`src/rtl/fpu_pkg.sv`:
```
// Shared constants, types and classification helpers for the binary32 FPU.
package fpu_pkg;

  localparam int unsigned FLEN       = 32;
  localparam int unsigned FPU_OP_NUM = 19;

  typedef logic [FPU_OP_NUM-1:0] fpu_op_t;

  localparam fpu_op_t FPU_OP_FADD   = FPU_OP_NUM'(1) << 0;
  localparam fpu_op_t FPU_OP_FSUB   = FPU_OP_NUM'(1) << 1;
  localparam fpu_op_t FPU_OP_FMUL   = FPU_OP_NUM'(1) << 2;
  localparam fpu_op_t FPU_OP_FDIV   = FPU_OP_NUM'(1) << 3;
  localparam fpu_op_t FPU_OP_FSQRT  = FPU_OP_NUM'(1) << 4;
  localparam fpu_op_t FPU_OP_FMADD  = FPU_OP_NUM'(1) << 5;
  localparam fpu_op_t FPU_OP_FMSUB  = FPU_OP_NUM'(1) << 6;
  localparam fpu_op_t FPU_OP_FNMADD = FPU_OP_NUM'(1) << 7;
  localparam fpu_op_t FPU_OP_FNMSUB = FPU_OP_NUM'(1) << 8;
  localparam fpu_op_t FPU_OP_FSGNJ  = FPU_OP_NUM'(1) << 9;
  localparam fpu_op_t FPU_OP_FSGNJN = FPU_OP_NUM'(1) << 10;
  localparam fpu_op_t FPU_OP_FSGNJX = FPU_OP_NUM'(1) << 11;
  localparam fpu_op_t FPU_OP_FMIN   = FPU_OP_NUM'(1) << 12;
  localparam fpu_op_t FPU_OP_FMAX   = FPU_OP_NUM'(1) << 13;
  localparam fpu_op_t FPU_OP_FEQ    = FPU_OP_NUM'(1) << 14;
  localparam fpu_op_t FPU_OP_FLT    = FPU_OP_NUM'(1) << 15;
  localparam fpu_op_t FPU_OP_FLE    = FPU_OP_NUM'(1) << 16;
  localparam fpu_op_t FPU_OP_FCLASS = FPU_OP_NUM'(1) << 17;
  localparam fpu_op_t FPU_OP_FMV    = FPU_OP_NUM'(1) << 18;

  localparam logic [2:0] RM_RNE = 3'b000;
  localparam logic [2:0] RM_RTZ = 3'b001;
  localparam logic [2:0] RM_RDN = 3'b010;
  localparam logic [2:0] RM_RUP = 3'b011;
  localparam logic [2:0] RM_RMM = 3'b100;
  localparam logic [2:0] RM_DYN = 3'b111;

  localparam int unsigned FF_NX = 0;
  localparam int unsigned FF_UF = 1;
  localparam int unsigned FF_OF = 2;
  localparam int unsigned FF_DZ = 3;
  localparam int unsigned FF_NV = 4;

  localparam logic [FLEN-1:0] CANON_NAN = 32'h7fc00000;

  typedef struct packed {
    logic [FLEN-1:0] result;
    logic [4:0]      fflags;
  } fpu_resp_t;

  function automatic logic is_nan(input logic [FLEN-1:0] x);
    return (x[30:23] == 8'hFF) && (x[22:0] != 23'd0);
  endfunction

  function automatic logic is_snan(input logic [FLEN-1:0] x);
    return is_nan(x) && !x[22];
  endfunction

  // RISC-V FCLASS mask; subnormals keep their own class here
  function automatic logic [9:0] fp_class(input logic [FLEN-1:0] x);
    logic [9:0] m;
    m = '0;
    if (x[30:23] == 8'hFF) begin
      if (x[22:0] == 23'd0) m[x[31] ? 0 : 7] = 1'b1;
      else if (x[22])       m[9] = 1'b1;
      else                  m[8] = 1'b1;
    end else if (x[30:23] == 8'h00) begin
      if (x[22:0] == 23'd0) m[x[31] ? 3 : 4] = 1'b1;
      else                  m[x[31] ? 2 : 5] = 1'b1;
    end else begin
      m[x[31] ? 1 : 6] = 1'b1;
    end
    return m;
  endfunction

endpackage

```
`src/rtl/fpu_sp_if.sv`:
```
// Request/response bundle between the execute stage and the FPU.
interface fpu_sp_if;
  import fpu_pkg::*;

  logic [3:1][FLEN-1:0] i_rs;
  fpu_op_t              i_op;
  logic [2:0]           i_rm_inst;
  logic [2:0]           i_rm_fcsr;
  logic                 i_in_valid;
  logic                 i_out_ready;
  logic                 o_in_ready;
  logic [FLEN-1:0]      o_result;
  logic [4:0]           o_fflags;
  logic                 o_out_valid;

  modport slave (
    input  i_rs, i_op, i_rm_inst, i_rm_fcsr, i_in_valid, i_out_ready,
    output o_in_ready, o_result, o_fflags, o_out_valid
  );

  modport master (
    output i_rs, i_op, i_rm_inst, i_rm_fcsr, i_in_valid, i_out_ready,
    input  o_in_ready, o_result, o_fflags, o_out_valid
  );
endinterface

```
`src/rtl/fpu_fma.sv`:
```
// Fused multiply-add datapath: +/-(a*b) + c with one final rounding, FTZ/DAZ.
module fpu_fma
  import fpu_pkg::*;
(
  input  logic [FLEN-1:0] a_i,
  input  logic [FLEN-1:0] b_i,
  input  logic [FLEN-1:0] c_i,
  input  logic            neg_p_i,
  input  logic [2:0]      rm_i,
  output logic [FLEN-1:0] res_o,
  output logic [4:0]      flags_o
);

  localparam int unsigned WW = 76;
  localparam int unsigned EW = 12;
  typedef logic signed [EW-1:0] exp_t;

  // Right shift that jams every shifted-out bit into the lsb
  function automatic logic [WW-1:0] shr_jam(input logic [WW-1:0] x, input exp_t d);
    logic [WW-1:0] mask;
    if (d <= 0) return x;
    if (d >= exp_t'(WW)) return {{(WW-1){1'b0}}, |x};
    mask = ~({WW{1'b1}} << d[6:0]);
    return (x >> d[6:0]) | {{(WW-1){1'b0}}, |(x & mask)};
  endfunction

  logic a_zero, b_zero, c_zero, a_inf, b_inf, c_inf, p_zero;
  logic sp, sc, rs, inc, rnd_up, to_max;
  logic [47:0]   prod;
  logic [WW-1:0] pa, ca, sum, norm;
  logic [6:0]    lead;
  logic [24:0]   mr;
  exp_t          ep, ec, emax, e;

  assign a_zero = (a_i[30:23] == 8'h00);
  assign b_zero = (b_i[30:23] == 8'h00);
  assign c_zero = (c_i[30:23] == 8'h00);
  assign a_inf  = (a_i[30:0] == 31'h7f800000);
  assign b_inf  = (b_i[30:0] == 31'h7f800000);
  assign c_inf  = (c_i[30:0] == 31'h7f800000);
  assign p_zero = a_zero | b_zero;
  assign sp     = a_i[31] ^ b_i[31] ^ neg_p_i;
  assign sc     = c_i[31];
  assign prod   = 48'({1'b1, a_i[22:0]}) * 48'({1'b1, b_i[22:0]});
  assign ep     = exp_t'({4'b0, a_i[30:23]}) + exp_t'({4'b0, b_i[30:23]}) - exp_t'(127);
  assign ec     = exp_t'({4'b0, c_i[30:23]});

  always_comb begin
    res_o   = '0;
    flags_o = '0;
    emax    = '0;
    pa      = '0;
    ca      = '0;
    sum     = '0;
    norm    = '0;
    lead    = '0;
    e       = '0;
    mr      = '0;
    rs      = sp;
    inc     = 1'b0;
    rnd_up  = 1'b0;
    to_max  = 1'b0;

    if (is_nan(a_i) || is_nan(b_i) || is_nan(c_i)) begin
      res_o          = CANON_NAN;
      flags_o[FF_NV] = is_snan(a_i) | is_snan(b_i) | is_snan(c_i) |
                       (a_inf & b_zero) | (b_inf & a_zero);
    end else if ((a_inf & b_zero) | (b_inf & a_zero) |
                 ((a_inf | b_inf) & c_inf & (sp ^ sc))) begin
      res_o          = CANON_NAN;
      flags_o[FF_NV] = 1'b1;
    end else if (a_inf | b_inf) begin
      res_o = {sp, 8'hFF, 23'd0};
    end else if (c_inf) begin
      res_o = {sc, 8'hFF, 23'd0};
    end else begin
      // Product 1.0 and addend 1.0 both land on bit 73 before alignment
      if (p_zero)      emax = ec;
      else if (c_zero) emax = ep;
      else             emax = (ep > ec) ? ep : ec;
      pa = p_zero ? '0 : shr_jam({1'b0, prod, 27'd0}, emax - ep);
      ca = c_zero ? '0 : shr_jam({2'b0, 1'b1, c_i[22:0], 50'd0}, emax - ec);

      if (!(sp ^ sc))   begin sum = pa + ca; rs = sp; end
      else if (pa >= ca) begin sum = pa - ca; rs = sp; end
      else               begin sum = ca - pa; rs = sc; end

      if (sum == '0) begin
        if (p_zero && c_zero) rs = (sp & sc) | ((rm_i == RM_RDN) & (sp | sc));
        else                  rs = (rm_i == RM_RDN);
        res_o = {rs, 31'd0};
      end else begin
        for (int i = 0; i < int'(WW); i++) if (sum[i]) lead = 7'(i);
        norm = sum << (7'(WW - 1) - lead);
        e    = emax + exp_t'({5'b0, lead}) - exp_t'(73);

        case (rm_i)
          RM_RTZ:  inc = 1'b0;
          RM_RDN:  inc = rs & (norm[51] | (|norm[50:0]));
          RM_RUP:  inc = !rs & (norm[51] | (|norm[50:0]));
          RM_RMM:  inc = norm[51];
          default: inc = norm[51] & ((|norm[50:0]) | norm[52]);
        endcase
        mr = {1'b0, norm[75:52]} + 25'(inc);
        if (mr[24]) e = e + exp_t'(1);

        if (e >= exp_t'(255)) begin
          to_max  = (rm_i == RM_RTZ) || ((rm_i == RM_RDN) && !rs) || ((rm_i == RM_RUP) && rs);
          res_o   = to_max ? {rs, 8'hFE, 23'h7FFFFF} : {rs, 8'hFF, 23'd0};
          flags_o[FF_OF] = 1'b1;
          flags_o[FF_NX] = 1'b1;
        end else if (e <= exp_t'(0)) begin
          res_o   = {rs, 31'd0};
          flags_o[FF_UF] = 1'b1;
          flags_o[FF_NX] = 1'b1;
        end else begin
          res_o   = {rs, e[7:0], mr[24] ? mr[23:1] : mr[22:0]};
          rnd_up  = norm[51] | (|norm[50:0]);
          flags_o[FF_NX] = rnd_up;
        end
      end
    end
  end

endmodule

```
`src/rtl/fpu_sp.sv`:
```
// Single-precision RISC-V F-extension FPU top: decode, non-arithmetic ops, result mux.
// Optional output register stage enabled by defining FPU_OUT_REG_EN.
module fpu_sp
  import fpu_pkg::*;
(
  input  logic     i_clk,
  input  logic     i_rst,
  fpu_sp_if.slave  bus
);

  localparam logic [FLEN-1:0] FP_ONE    = 32'h3f800000;
  localparam logic [FLEN-1:0] FP_NEG_Z  = 32'h80000000;

  logic [FLEN-1:0] rs1, rs2, rs3, fa, fb, fc, fma_res;
  logic [4:0]      fma_flags;
  logic [2:0]      rm_eff;
  fpu_op_t         sel;
  logic            neg_p, a_nan, b_nan, any_snan, both_zero, lt, lt_tot, eq;
  fpu_resp_t       resp_c;

  assign rs1    = bus.i_rs[1];
  assign rs2    = bus.i_rs[2];
  assign rs3    = bus.i_rs[3];
  assign rm_eff = (bus.i_rm_inst == RM_DYN) ? bus.i_rm_fcsr : bus.i_rm_inst;
  // Isolate the lowest set bit so a malformed op vector still decodes to one op
  assign sel    = bus.i_op & (~bus.i_op + FPU_OP_NUM'(1));

  always_comb begin
    fa    = rs1;
    fb    = rs2;
    fc    = rs3;
    neg_p = 1'b0;
    case (sel)
      FPU_OP_FADD:   begin fb = FP_ONE; fc = rs2; end
      FPU_OP_FSUB:   begin fb = FP_ONE; fc = {~rs2[31], rs2[30:0]}; end
      FPU_OP_FMUL:   fc = FP_NEG_Z;
      FPU_OP_FMSUB:  fc = {~rs3[31], rs3[30:0]};
      FPU_OP_FNMADD: begin neg_p = 1'b1; fc = {~rs3[31], rs3[30:0]}; end
      FPU_OP_FNMSUB: neg_p = 1'b1;
      default: ;
    endcase
  end

  fpu_fma u_fma (
    .a_i     (fa),
    .b_i     (fb),
    .c_i     (fc),
    .neg_p_i (neg_p),
    .rm_i    (rm_eff),
    .res_o   (fma_res),
    .flags_o (fma_flags)
  );

  assign a_nan     = is_nan(rs1);
  assign b_nan     = is_nan(rs2);
  assign any_snan  = is_snan(rs1) | is_snan(rs2);
  assign both_zero = (rs1[30:0] == 31'd0) && (rs2[30:0] == 31'd0);
  assign eq        = (rs1 == rs2) || both_zero;

  // lt treats +/-0 as equal; lt_tot orders -0 below +0 for min/max
  always_comb begin
    if (rs1[31] != rs2[31]) begin
      lt     = rs1[31] && !both_zero;
      lt_tot = rs1[31];
    end else begin
      lt     = rs1[31] ? (rs1[30:0] > rs2[30:0]) : (rs1[30:0] < rs2[30:0]);
      lt_tot = lt;
    end
  end

  always_comb begin
    resp_c = '0;
    case (sel)
      FPU_OP_FADD, FPU_OP_FSUB, FPU_OP_FMUL, FPU_OP_FMADD,
      FPU_OP_FMSUB, FPU_OP_FNMADD, FPU_OP_FNMSUB: begin
        resp_c.result = fma_res;
        resp_c.fflags = fma_flags;
      end
      FPU_OP_FDIV, FPU_OP_FSQRT: begin
        resp_c.result        = CANON_NAN;
        resp_c.fflags[FF_NV] = 1'b1;
      end
      FPU_OP_FSGNJ:  resp_c.result = {rs2[31], rs1[30:0]};
      FPU_OP_FSGNJN: resp_c.result = {~rs2[31], rs1[30:0]};
      FPU_OP_FSGNJX: resp_c.result = {rs1[31] ^ rs2[31], rs1[30:0]};
      FPU_OP_FMIN, FPU_OP_FMAX: begin
        if (a_nan && b_nan) resp_c.result = CANON_NAN;
        else if (a_nan)     resp_c.result = rs2;
        else if (b_nan)     resp_c.result = rs1;
        else                resp_c.result = (lt_tot ^ (sel == FPU_OP_FMAX)) ? rs1 : rs2;
        resp_c.fflags[FF_NV] = any_snan;
      end
      FPU_OP_FEQ: begin
        resp_c.result        = {31'd0, !(a_nan | b_nan) && eq};
        resp_c.fflags[FF_NV] = any_snan;
      end
      FPU_OP_FLT: begin
        resp_c.result        = {31'd0, !(a_nan | b_nan) && lt};
        resp_c.fflags[FF_NV] = a_nan | b_nan;
      end
      FPU_OP_FLE: begin
        resp_c.result        = {31'd0, !(a_nan | b_nan) && (lt || eq)};
        resp_c.fflags[FF_NV] = a_nan | b_nan;
      end
      FPU_OP_FCLASS: resp_c.result = {22'd0, fp_class(rs1)};
      FPU_OP_FMV:    resp_c.result = rs1;
      default: ;
    endcase
  end

`ifdef FPU_OUT_REG_EN
  fpu_resp_t resp_d, resp_q;
  logic      valid_d, valid_q, in_ready_c;

  assign in_ready_c = !valid_q || bus.i_out_ready;

  always_comb begin
    resp_d  = resp_q;
    valid_d = valid_q;
    if (bus.i_in_valid && in_ready_c) begin
      resp_d  = resp_c;
      valid_d = 1'b1;
    end else if (bus.i_out_ready) begin
      valid_d = 1'b0;
    end
  end

  always_ff @(posedge i_clk or posedge i_rst) begin
    if (i_rst) begin
      resp_q  <= '0;
      valid_q <= 1'b0;
    end else begin
      resp_q  <= resp_d;
      valid_q <= valid_d;
    end
  end

  assign bus.o_result    = resp_q.result;
  assign bus.o_fflags    = resp_q.fflags;
  assign bus.o_out_valid = valid_q;
  assign bus.o_in_ready  = in_ready_c;
`else
  logic unused_clk_rst;
  assign unused_clk_rst  = i_clk ^ i_rst;
  assign bus.o_result    = resp_c.result;
  assign bus.o_fflags    = resp_c.fflags;
  assign bus.o_out_valid = bus.i_in_valid;
  assign bus.o_in_ready  = bus.i_out_ready;
`endif

endmodule

```
`src/flat_wrapper.sv`:
```
// flat-port wrapper written by rule: the top's interface ports become plain ports
module fpu_sp_flat import fpu_pkg::*;
  (i_clk, i_rst, bus_i_rs, bus_i_op, bus_i_rm_inst, bus_i_rm_fcsr, bus_i_in_valid, bus_i_out_ready, bus_o_in_ready, bus_o_result, bus_o_fflags, bus_o_out_valid);
  fpu_sp_if bus_i ();
  input  logic i_clk;
  input  logic i_rst;
  input wire logic [$bits(bus_i.i_rs)-1:0] bus_i_rs;
  input wire logic [$bits(bus_i.i_op)-1:0] bus_i_op;
  input wire logic [$bits(bus_i.i_rm_inst)-1:0] bus_i_rm_inst;
  input wire logic [$bits(bus_i.i_rm_fcsr)-1:0] bus_i_rm_fcsr;
  input wire logic [$bits(bus_i.i_in_valid)-1:0] bus_i_in_valid;
  input wire logic [$bits(bus_i.i_out_ready)-1:0] bus_i_out_ready;
  output wire logic [$bits(bus_i.o_in_ready)-1:0] bus_o_in_ready;
  output wire logic [$bits(bus_i.o_result)-1:0] bus_o_result;
  output wire logic [$bits(bus_i.o_fflags)-1:0] bus_o_fflags;
  output wire logic [$bits(bus_i.o_out_valid)-1:0] bus_o_out_valid;
  assign bus_i.i_rs = bus_i_rs;
  assign bus_i.i_op = bus_i_op;
  assign bus_i.i_rm_inst = bus_i_rm_inst;
  assign bus_i.i_rm_fcsr = bus_i_rm_fcsr;
  assign bus_i.i_in_valid = bus_i_in_valid;
  assign bus_i.i_out_ready = bus_i_out_ready;
  assign bus_o_in_ready = bus_i.o_in_ready;
  assign bus_o_result = bus_i.o_result;
  assign bus_o_fflags = bus_i.o_fflags;
  assign bus_o_out_valid = bus_i.o_out_valid;
  fpu_sp u_core (.i_clk(i_clk), .i_rst(i_rst), .bus(bus_i));
endmodule
```
`config.mk`:
```
export PLATFORM = sky130hd
export DESIGN_NAME = fpu_sp_flat
export DESIGN_NICKNAME = d
export VERILOG_FILES = /design/src/rtl/fpu_pkg.sv /design/src/rtl/fpu_sp_if.sv /design/src/rtl/fpu_fma.sv /design/src/rtl/fpu_sp.sv /design/src/flat_wrapper.sv
export SDC_FILE = /design/constraint.sdc
export NUM_CORES = 2
export LEC_CHECK = 0
export ABC_AREA = 1
export BUFFER_PORTS_ARGS = -buffer_cell sky130_fd_sc_hd__buf_2
export CAP_MARGIN = 10
export CORE_UTILIZATION = 44
export DETAILED_ROUTE_END_ITERATION = 10
export GPL_ROUTABILITY_DRIVEN = 0
export PLACE_DENSITY = 0.65
export SYNTH_ARGS = -nofsm -noshare
export SYNTH_HDL_FRONTEND = slang
export SYNTH_SLANG_ARGS = --single-unit
```
`constraint.sdc`:
```
create_clock -name vclk -period 27.1
set_clock_uncertainty 0.1 [all_clocks]
set_input_delay 0 -clock vclk [all_inputs]
set_output_delay 0 -clock vclk [all_outputs]
set_load 0.02 [all_outputs]
```
# Word-level counts from Yosys, hierarchy flattened

Cells that the tools add are included.

Bits in registers: 0
Input port bits: 125

Add/subtract/negate cells: 13
Multiply operators: 1
Magnitude comparators: 18
Equal/unequal tests: 33
Shift-type cells: 5
Mux-type cells: 206
Bitwise logic cells: 38
Reductions and logical operators: 57

Operators by type and width:

| cell                                                                                  | number |
|---|---|
| 76-bit 2-to-1 mux                                                                     | 24 |
| 7-bit 2-to-1 mux                                                                      | 79 |
| 32-bit one-hot mux with 11 select lines                                               | 1 |
| 32-bit 2-to-1 mux                                                                     | 10 |
| 12-bit 2-to-1 mux                                                                     | 13 |
| 76-bit NOT                                                                            | 2 |
| 76-bit by 1-bit bitwise OR with 76-bit output                                         | 2 |
| 76-bit OR reduction                                                                   | 2 |
| 76-bit by 7-bit left shift with 76-bit output (first input constant)                  | 2 |
| 76-bit subtractor                                                                     | 2 |
| 32-bit by 1-bit greater-or-equal comparator with 1-bit output (second input constant) | 4 |
| 32-bit by 6-bit less-than comparator with 1-bit output (second input constant)        | 4 |
| 32-bit one-hot mux with 4 select lines                                                | 1 |
| 31-bit == test (second input constant)                                                | 3 |
| 23-bit nonzero test                                                                   | 4 |
| 76-bit adder                                                                          | 1 |
| 74-bit by 76-bit bitwise AND with 76-bit output                                       | 1 |
| 75-bit by 76-bit bitwise AND with 76-bit output                                       | 1 |
| 76-bit greater-or-equal comparator                                                    | 1 |
| 76-bit zero test                                                                      | 1 |
| 76-bit by 7-bit left shift with 76-bit output                                         | 1 |
| 74-bit by 7-bit >> shifter with 76-bit output                                         | 1 |
| 75-bit by 7-bit >> shifter with 76-bit output                                         | 1 |
| 31-bit zero test                                                                      | 2 |
| 68 further kinds                                                                      | 208 |

# Longest topological paths before layout

Depth in word-level cells: 149
Mapped depth: 197
Depth with buffers taken out: 193

# Modules after synthesis

A second synthesis with hierarchy kept.

Cell total of the unflattened synthesis: 9592
Area total of the unflattened synthesis: 54387.2 sq um

Modules (own cells, without submodules):

| module  | instances | cells an instance | area an instance (sq um) |
|---|---|---|---|
| fpu_fma | 1         | 8944              | 51194.1 |
| fpu_sp  | 1         | 648               | 3193.1 |

# Least setup slack after synthesis

Ideal clock, no wire load.

Path type: input to output
From: input port bus_i_op[1]
To: output port bus_o_fflags[0]
Arrival: 19.500 ns
Setup slack: 7.500 ns
Stages on the path: 143
Path through: nor2_1 > clkinv_1 > clkbuf_1 > nor2_1 > clkbuf_1 > nand2_1 > fa_1 > inv_1 > fa_1 > inv_1 > fa_1 > inv_1 > fa_1 > fa_1 > fa_1 > inv_1 > fa_1 > inv_1 > [107 not listed] > nand2_1 > inv_1 > ha_1 > ha_1 > nand3_1 > nor2_4 > nand3_1 > nor2_2 > nand2_1 > nand2_1 > nand2_1 > nand2_1 > nor2_1 > nand3_2 > nand2_4 > inv_2 > buf_2 > a21oi_1

Cells in the longest elaborated chain, start to end: 145
Elaborated cells on any way between the ends: 242

Ends and longest elaborated chain:

| element                                                                                                | line               | source |
|---|---|---|
| from (decl)                                                                                            | flat_wrapper.sv:8  | `input wire logic [$bits(bus_i.i_op)-1:0] bus_i_op;` |
| 19-bit NOT                                                                                             | fpu_sp.sv:26       | `assign sel = bus.i_op & (~bus.i_op + FPU_OP_NUM'(1));` |
| 19-bit by 1-bit adder with 19-bit output                                                               | fpu_sp.sv:26       |  |
| 19-bit bitwise AND (*)                                                                                 | fpu_sp.sv:26       |  |
| parallel branches: the longest is 141 deep, another holds 9-bit by 7-bit subtractor with 10-bit output | n/a                |  |
| 3-bit 2-to-1 mux (*)                                                                                   | fpu_sp.sv:73       | `case (sel)` |
| to (decl)                                                                                              | flat_wrapper.sv:15 | `output wire logic [$bits(bus_i.o_fflags)-1:0] bus_o_fflags;` |

Every way passes the cells marked *. The select of a mux whose other input is x is not followed.

# Worst setup path after layout

From: input port bus_i_op[1]
To: output port bus_o_result[0]

Cells in the longest elaborated chain, start to end: 145
Elaborated cells on any way between the ends: 267

Ends and longest elaborated chain:

| element                                                                                                | line               | source |
|---|---|---|
| 19-bit NOT                                                                                             | fpu_sp.sv:26       |  |
| 19-bit by 1-bit adder with 19-bit output                                                               | fpu_sp.sv:26       |  |
| 19-bit bitwise AND (*)                                                                                 | fpu_sp.sv:26       |  |
| parallel branches: the longest is 141 deep, another holds 9-bit by 7-bit subtractor with 10-bit output | n/a                |  |
| 32-bit one-hot mux with 11 select lines (*)                                                            | fpu_sp.sv:73       |  |
| to (decl)                                                                                              | flat_wrapper.sv:14 | `output wire logic [$bits(bus_i.o_result)-1:0] bus_o_result;` |

Marked as above.

==> impl_metrics.ini <==
[worst_setup_path]
critPathKind = input port to output pin
max_stage_delay_ps = 570
cp_max_fo = 46
cp_slowest_cell = nor2_1
startpoint = bus_i_op[1]
cp.required_ps = 27000
end_kind = output pin
crit_end = bus_o_result[0]
cp_common_cell = nand2_1
crit_arrival_ps = 25680
worstSetupStartpointType = input port

[die]
dieHeight_um = 348
rows = 126
start_util_pct = 44.5
dieArea_sq_um = 121000
core_area_sq_um = 118000
die_w_um = 348
ios = 164

[timing]
finalSetupViolCount = 0
rsz0062_at_grt = false
fmax_ghz = 0.0388
report.final.slew_viol_count = 0
finalCritPeriodShare_pct = 95.1
max-slew-margin-rel_pct = 16.3
fin_setup_tns_ps = 0
worstMarginPinSlew_ps = 1240
layout_min_cycle_time_ps = 25780
finalHoldViolCount = 0

[detailed_routing]
first_iter_violations = 9092
wl_mm = 232
vias = 62962
drc_errors = 0
viasPerCell = 5.95
ant_nets = 0
drt-pass1-iter-count = 10
drt-wirelength-per-cell_um = 21.9

[placed_design]
post-dp-hpwl_mm = 189
dpl_cell_area_sq_um = 54500
port_buffers = 157

[yosys]
synth_cell_types = 72
yosys.area.top_type = fa_1
yosys_warnings = 0
syn_area_sq_um = 52700
synthTopCellsByArea = fa_1 (19%), nand2_1 (15%), inv_1 (12%)
syn_nets = 10232
synth_area_per_cell_sq_um = 5.77
synth_cells = 9127
ys_seq_area_share_pct = 0
yosysTopAreaCellShare_pct = 18.6
yosysMostFrequentCell = nand2_1
synthTopCellsByCount = nand2_1 (2098), inv_1 (1736), nor2_1 (961)

[layout]
clkbuf_count = 0
nNetsFinal = 10084
register_area_sq_um = 0
final_area_sq_um = 54600
post_route_cells_drive_above_1_share_pct = 4.90
syn_to_final_growth_pct = 3.59
fill_cells = 12809
seq_cell_count = 0
n_antenna_cell = 0

[grt]
antenna_found_initial = 5
grt_pass1_vias = 59149
grt_max_degree = 75
grt_pass1_wl_mm = 345
overflow = 0
grt_use_total_pct = 36.7

[status]
status = complete, no violations

[flow_run]
cap_violations = 0

[hold_path]
min-delay-path-class = input port to output pin
[worst max-delay path: cells and delay by family]
family,cells,cell delay [ps]
AND/OR/NAND/NOR,70,8150
AO/OA/AOI/OAI,36,7400
adder cells (fa/ha/maj),13,5260
buffers and inverters,26,4130
XOR/XNOR,2,610
[placed cells by master (no fill, tap or decap), drive strengths merged, types with 22 or more instances in the layout]
master / synthesis / routed
a211oi: 23 / 23
a21oi: 642 / 642
a31oi: 56 / 56
buf: 165 / 269
clkinv: 25 / 26
fa: 489 / 489
ha: 491 / 491
inv: 1777 / 1776
mux2i: 24 / 24
nand2: 2129 / 2129
nand3: 661 / 661
nand4: 77 / 77
nor2: 989 / 989
nor3: 88 / 88
nor4: 50 / 50
o211ai: 46 / 46
o21a: 32 / 32
o21ai: 608 / 608
o21bai: 22 / 22
o221ai: 32 / 32
o22ai: 75 / 75
o31ai: 39 / 39
or2: 33 / 33
xnor2: 32 / 32
xor2: 137 / 137
[per-layer routing]
metal	share of wire (%)	vias to the layer above	global-route usage (%)	routed length [um]
li1	-	28591	-	-
met1	37	29042	44.8	84900
met2	42	4282	56.9	97300
met3	13	1039	9.55	29700
met4	8.4	8	24.1	19600
met5	0.024	-	0	55
[area by class of cell]
class,count,area (sq um),area share (%)
inverters,1802,6770,12.4
multi-input cells,6904,44200,80.9
well taps,1600,2000,3.67
repair buffers,271,1650,3.02
[worst min-delay path by stage]
stage                                from          endpoint  slack [ps]  cells past startpoint
after CTS                    bus_i_rs[23]  bus_o_result[23]         370                      4
after floorplan           bus_i_out_ready    bus_o_in_ready          10                      1
final                        bus_i_rs[53]  bus_o_result[21]         380                      4
after global placement     bus_i_in_valid   bus_o_out_valid        -100                      0
after global routing         bus_i_rs[23]  bus_o_result[23]         410                      4
after detailed placement   bus_i_in_valid   bus_o_out_valid        -100                      0
[what timing repair did]
action	CTS	global route
gates resized for setup	0	9
endpoints found under the setup margin	0	34
hold endpoints to repair	2	0
setup buffers	0	0
hold buffers	2	0
[kinds of logic after synthesis]
kind of cell / count (synthesis) / synth area share, %
adder cells (fa/ha/maj): 980 / 30.2
XOR/XNOR: 169 / 2.82
buffers and inverters: 2223 / 16.4
AND/OR/NAND/NOR: 4042 / 31.9
other: 1 / 0.00712
multiplexers: 24 / 0.456
AO/OA/AOI/OAI: 1688 / 18.2
[metrics by stage]
step | utilization (%) | setup slack (ps) | cells | hold WS, ps
2_1_floorplan | - | 7500 | 9127 | 12.6
4_1_cts | 46.1 | 1960 | 10577 | 368
3_5_place_dp | 46.1 | 2010 | 10575 | -99.9
5_1_grt | 46.1 | 99.8 | 10577 | 409
6_report | 46.1 | 1320 | 10577 | 382
3_3_place_gp | 46.1 | 2310 | 10575 | -99.9
Power is not shown: default switching activity piles up to over one toggle a cycle in this logic, so the estimate is an artifact.
